### src/rtl/uncached_req_agent_pkg.sv
// rtl/uncached_req_agent_pkg.sv - shared cache types for the uncached request agent
package uncached_req_agent_pkg;

    localparam int DATA_WIDTH  = 32;
    localparam int PHYS_WIDTH  = 32;
    localparam int BE_WIDTH    = DATA_WIDTH / 8;
    localparam int LABEL_WIDTH = PHYS_WIDTH - $clog2(BE_WIDTH);

    typedef logic [PHYS_WIDTH-1:0]  phys_t;
    typedef logic [BE_WIDTH-1:0]    be_t;
    typedef logic [LABEL_WIDTH-1:0] label_t;
    typedef logic [DATA_WIDTH-1:0]  data_t;

    typedef struct packed {
        logic   ls_type;
        be_t    be;
        label_t label;
        data_t  data;
    } line_t;

    localparam logic LS_LOAD  = 1'b1;
    localparam logic LS_STORE = 1'b0;

    typedef enum logic [1:0] {
        ST_IDLE  = 2'd0,
        ST_WAIT  = 2'd1,
        ST_RESP  = 2'd2,
        ST_DRAIN = 2'd3
    } agent_state_t;

    function automatic label_t addr_label(input phys_t addr);
        return addr[PHYS_WIDTH-1 -: LABEL_WIDTH];
    endfunction

endpackage

### src/rtl/uncached_req_agent_if.sv
// rtl/uncached_req_agent_if.sv - pipeline and dcache_pass signals of the uncached request agent
interface uncached_req_agent_if;
    import uncached_req_agent_pkg::*;

    logic  req;
    logic  req_we;
    be_t   req_be;
    phys_t req_addr;
    data_t req_wdata;
    logic  flush;
    logic  stall;
    logic  rvalid;
    data_t rdata;
    logic  err;
    line_t pline;
    logic  push;
    logic  full;
    line_t rline;

    // master: the agent itself; slave: pipeline plus dcache_pass side
    modport master (
        input  req, req_we, req_be, req_addr, req_wdata, flush, full, rline,
        output stall, rvalid, rdata, err, pline, push
    );

    modport slave (
        output req, req_we, req_be, req_addr, req_wdata, flush, full, rline,
        input  stall, rvalid, rdata, err, pline, push
    );

endinterface

### src/rtl/uncached_req_agent.sv
// rtl/uncached_req_agent.sv - packs uncached loads/stores into dcache_pass lines, blocks on loads
module uncached_req_agent
    import uncached_req_agent_pkg::*;
(
    input  logic                 clk,
    input  logic                 rst,
    uncached_req_agent_if.master bus
);

    agent_state_t state, state_nxt;
    label_t       saved_label, saved_label_nxt;
    data_t        rdata_q, rdata_nxt;
    logic         rvalid_q, rvalid_nxt;
    logic         err_q, err_nxt;
    logic         push_c, stall_c;
    logic         resp_valid;
    line_t        line_c;
    logic         unused_bits;

    assign resp_valid  = bus.rline.ls_type;
    assign unused_bits = ^{bus.rline.be, bus.req_addr[1:0]};

    always_comb begin
        line_c.ls_type = bus.req_we ? LS_STORE : LS_LOAD;
        line_c.be      = bus.req_be;
        line_c.label   = addr_label(bus.req_addr);
        line_c.data    = bus.req_we ? bus.req_wdata : '0;
    end

    always_ff @(posedge clk or posedge rst) begin
        if (rst) begin
            state       <= ST_IDLE;
            saved_label <= '0;
            rdata_q     <= '0;
            rvalid_q    <= 1'b0;
            err_q       <= 1'b0;
        end else begin
            state       <= state_nxt;
            saved_label <= saved_label_nxt;
            rdata_q     <= rdata_nxt;
            rvalid_q    <= rvalid_nxt;
            err_q       <= err_nxt;
        end
    end

    always_comb begin
        state_nxt       = state;
        saved_label_nxt = saved_label;
        rdata_nxt       = rdata_q;
        rvalid_nxt      = 1'b0;
        err_nxt         = err_q;
        push_c          = 1'b0;
        stall_c         = 1'b0;

        case (state)
            ST_IDLE: begin
                push_c  = bus.req & ~bus.flush & ~bus.full;
                // a load stalls even while it is being pushed; a store only when blocked
                stall_c = bus.req & ~bus.flush & (bus.full | ~bus.req_we);
                if (push_c && !bus.req_we) begin
                    saved_label_nxt = line_c.label;
                    state_nxt       = ST_WAIT;
                end
                if (resp_valid) begin
                    err_nxt = 1'b1;
                end
            end
            ST_WAIT: begin
                stall_c = 1'b1;
                if (bus.flush) begin
                    state_nxt = resp_valid ? ST_IDLE : ST_DRAIN;
                end else if (resp_valid) begin
                    rdata_nxt  = bus.rline.data;
                    rvalid_nxt = 1'b1;
                    state_nxt  = ST_RESP;
                    if (bus.rline.label != saved_label) begin
                        err_nxt = 1'b1;
                    end
                end
            end
            ST_RESP: begin
                state_nxt = ST_IDLE;
                if (resp_valid) begin
                    err_nxt = 1'b1;
                end
            end
            ST_DRAIN: begin
                stall_c = bus.req;
                if (resp_valid) begin
                    state_nxt = ST_IDLE;
                end
            end
            default: begin
                state_nxt = ST_IDLE;
            end
        endcase

        // while reset is held nothing may reach dcache_pass
        if (rst) begin
            push_c  = 1'b0;
            stall_c = bus.req & bus.full;
        end
    end

    assign bus.push   = push_c;
    assign bus.stall  = stall_c;
    assign bus.pline  = line_c;
    assign bus.rvalid = rvalid_q;
    assign bus.rdata  = rdata_q;
    assign bus.err    = err_q;

endmodule
### src/flat_wrapper.sv
// flat-port wrapper written by rule: the top's interface ports become plain ports
module uncached_req_agent_flat import uncached_req_agent_pkg::*;
  (clk, rst, bus_req, bus_req_we, bus_req_be, bus_req_addr, bus_req_wdata, bus_flush, bus_full, bus_rline, bus_stall, bus_rvalid, bus_rdata, bus_err, bus_pline, bus_push);
  uncached_req_agent_if bus_i ();
  input  logic clk;
  input  logic rst;
  input wire logic [$bits(bus_i.req)-1:0] bus_req;
  input wire logic [$bits(bus_i.req_we)-1:0] bus_req_we;
  input wire logic [$bits(bus_i.req_be)-1:0] bus_req_be;
  input wire logic [$bits(bus_i.req_addr)-1:0] bus_req_addr;
  input wire logic [$bits(bus_i.req_wdata)-1:0] bus_req_wdata;
  input wire logic [$bits(bus_i.flush)-1:0] bus_flush;
  input wire logic [$bits(bus_i.full)-1:0] bus_full;
  input wire logic [$bits(bus_i.rline)-1:0] bus_rline;
  output wire logic [$bits(bus_i.stall)-1:0] bus_stall;
  output wire logic [$bits(bus_i.rvalid)-1:0] bus_rvalid;
  output wire logic [$bits(bus_i.rdata)-1:0] bus_rdata;
  output wire logic [$bits(bus_i.err)-1:0] bus_err;
  output wire logic [$bits(bus_i.pline)-1:0] bus_pline;
  output wire logic [$bits(bus_i.push)-1:0] bus_push;
  assign bus_i.req = bus_req;
  assign bus_i.req_we = bus_req_we;
  assign bus_i.req_be = bus_req_be;
  assign bus_i.req_addr = bus_req_addr;
  assign bus_i.req_wdata = bus_req_wdata;
  assign bus_i.flush = bus_flush;
  assign bus_i.full = bus_full;
  assign bus_i.rline = bus_rline;
  assign bus_stall = bus_i.stall;
  assign bus_rvalid = bus_i.rvalid;
  assign bus_rdata = bus_i.rdata;
  assign bus_err = bus_i.err;
  assign bus_pline = bus_i.pline;
  assign bus_push = bus_i.push;
  uncached_req_agent u_core (.clk(clk), .rst(rst), .bus(bus_i));
endmodule
### config.mk
export PLATFORM = sky130hd
export DESIGN_NAME = uncached_req_agent_flat
export DESIGN_NICKNAME = d
export VERILOG_FILES = /design/src/rtl/uncached_req_agent_pkg.sv /design/src/rtl/uncached_req_agent_if.sv /design/src/rtl/uncached_req_agent.sv /design/src/flat_wrapper.sv
export SDC_FILE = /design/constraint.sdc
export NUM_CORES = 1
export LEC_CHECK = 0
export ABC_AREA = 1
export CORE_AREA = 2 2 94 96
export CTS_BUF_LIST = sky130_fd_sc_hd__clkbuf_4
export CTS_CLUSTER_SIZE = 20
export DETAILED_ROUTE_END_ITERATION = 16
export DIE_AREA = 0 0 96 98
export DONT_BUFFER_PORTS = 1
export PLACE_DENSITY = 0.68
export SLEW_MARGIN = 20
export SYNTH_ARGS = -nofsm -noshare
export SYNTH_HDL_FRONTEND = slang
export SYNTH_SLANG_ARGS = --single-unit
### constraint.sdc
create_clock -name clk -period 9.02 [get_ports clk]
set_input_delay 2.255 -clock clk [delete_from_list [all_inputs] [get_ports clk]]
set_output_delay 2.255 -clock clk [all_outputs]
set_load 0.02 [all_outputs]
==> flow_summary.toml <==
[sta]
finalCritPeriodShare_pct = 61.39
hold_violations = 0
setup_tns_ns = 0
slew_violations = 0
finClkSkew_ns = 0.02318
setup_viol = 0
layout_setup_ws_ns = 3.482
whs_ns = 0.5406
period_needed_ns = 5.538
tightest_slew_ns = 0.9318
fmax_mhz = 180.6
maxSlewHeadroom_pct = 37.31
rsz0062_at_grt = "false"

[clock_tree]
cts.sinks = 66
cts_max_path_buffers = 2
worstSkewPairLatency_ns = 0.41
root_buffer = "clkbuf_4"
cts.repair.resized = 0
clk_pin_slew_worst_paths_ns = 0.11
cts_hold_buf = 0
h-tree-depth = 3
post_cts_buffers = 0
numCtsBuffers = 9
tritoncts = "done"

[worst_setup_path]
worstSetupPathType = "in -> out"
cp.arrival_ns = 3.28
cp_max_fo = 4
critPathSlowestCell = "nor4_1"
path_cells = "inv_2 > nand2_2 > nor2_4 > inv_1 > nor4_1"
end_kind = "primary output"
cpPeakStageDelay_ns = 0.71
cp.required_ns = 6.77
start_kind = "input pin"

[global_route]
grt_max_degree = 67
grtUsageMet3_pct = 6.404
use_met1_pct = 19.32
first_global_vias = 2684
grt_use_total_pct = 16.84
gr-total-overflow = 0
grt_busiest_layer = "met2"
antenna_found_initial = 0
grt_use_met2_pct = 28.53
grt_pass1_wl_um = 12260

[drt]
drc = 0
routed_wl_um = 7897
dr.pass1.iters = 4
ant_nets = 0
wl_per_cell_um = 13.21
avgViaCountPerCell = 4.719
vias = 2822
drtIter0Drc = 137

[synth]
ys_types = 28
synth_edf_count = 0
syn_nets = 662
syn_inst = 521
yosysTopAreaCell = "dfrtp_1"
synth_seq_cells = 66
synthArstFlopShare_pct = 100.0
ys.flop_type = "dfrtp_1"
synth_most_common_cell = "nand2_1"
synth_common_cells = "nand2_1 (217), inv_1 (91), dfrtp_1 (66)"
syn_avg_cell_area_sq_um = 7.313
synth.top_cell.area_share_pct = 43.35
synth_seq_area_share_pct = 43.35
synth_top_cells_by_area = "dfrtp_1 (43%), nand2_1 (21%), inv_1 (9.0%), buf_4 (6.7%), a21oi_2 (4.6%)"
synth_area_sq_mm = 0.003810
yosys_warnings = 0

[place]
dp_hpwl_um = 6119
gp_congestion = 0.8414
pre_cts_slack_ns = 3.469
port_buffers = 0

[floorplanning]
start_util_pct = 45.00
die_w_um = 96
core_area_sq_mm = 0.008466
fp.dieH_um = 98
rows = 34
ios = 244
die_area_sq_mm = 0.009408

[finish]
syn2layout_area_growth_pct = -1.905
drive_above_1_share_pct = 11.22
diodes = 0
final_util_pct = 44.15
num-nets-final = 626

[pwr]
vdd_drop_max_v = 0.0001445
leakagePower_nw = 2.246
p_per_area_mw_per_mm2 = 303.8
total_power_mw = 1.135

[run]
cap_violations = 0

[hold_path]
hold_path_class = "reg -> reg"

[status]
status = "completed"
## state kept, by name (all words and copies together), names as in the netlist
signal,count
u_core.bus.rdata,32
u_core.saved_label,30
u_core.bus.err,1
u_core.bus.rvalid,1
u_core.state,2
## where the power goes
group / internal [mW] / leakage, nW / switching [mW] / total, mW
clock: 0.0892 / 0.0790 / 0.122 / 0.211
combinational: 0.129 / 1.39 / 0.188 / 0.317
sequential: 0.432 / 0.776 / 0.176 / 0.608
total: 0.650 / 2.25 / 0.485 / 1.14
## routing by layer
layer | share of wire, % | wire length, um
met1 | 41 | 3216
met2 | 49 | 3860
met3 | 9.1 | 721
met4 | 1.2 | 98
met5 | 0 | 0
## worst paths after layout
kind	startpoint	to	slack, ns	depth (start not counted)
setup / recovery	bus_flush	bus_push	3.48	5
hold / removal	u_core.saved_label[10]	u_core.saved_label[10]	0.54	1
setup reg to reg	u_core.state[0]	u_core.saved_label[18]	7.07	3
hold reg to reg	u_core.saved_label[10]	u_core.saved_label[10]	0.54	1
max in group asynchronous	rst	u_core.saved_label[13]	6.49	2
min in group asynchronous	rst	u_core.bus.rdata[2]	1.96	2
## stage by stage
stage                     instance area [sq um]  std cells
after floorplan                            3810        521
after global placement                     3571        581
after detailed placement                   3586        582
after CTS                                  3737        598
after global routing                       3737        598
final                                      3737        598
## placed cells by master, fill, tap and decap left out
cell / count
nand2_1: 217
inv_1: 90
dfrtp_1: 66
nor2_1: 38
a21oi_2: 20
clkbuf_4: 9
mux2_2: 6
xnor2_1: 6
a21oi_1: 5
inv_2: 4
o21ai_0: 4
nand2_2: 2
nand3_1: 2
inv_6: 2
clkinv_4: 2
nor3_4: 1
inv_4: 1
nor2_2: 1
nor2_4: 1
o211ai_1: 1
nand3_4: 1
o31ai_1: 1
nor4_1: 1
o21bai_1: 1
o22ai_1: 1
nand4_1: 1
nor3_1: 1
bufinv_16: 1
clkinvlp_4: 1
inv_8: 1
buf_8: 1
buf_4: 1
## area by class of cell
type | count | area (sq um)
clock buffer | 9 | 67.56
clock inverter | 7 | 83.83
fill | 863 | 4728
inverter | 95 | 359.1
multi-input combinational | 311 | 1418
sequential | 66 | 1652
tap | 108 | 135.1
timing repair buffer | 2 | 22.52
## worst max-delay path: cells and delay by family
kind | cells | cell delay (ns)
buffers and inverters | 2 | 0.13
AND/OR/NAND/NOR | 3 | 0.89
## logic make-up after synthesis
family,count (synthesis),synth area share (%)
simple gates,266,27.52
compound gates,33,6.536
flops,66,43.35
xor+xnor,6,1.379
buf+inv,144,19.44
mux,6,1.773
Note: power is estimated with default switching activity, not from simulation.
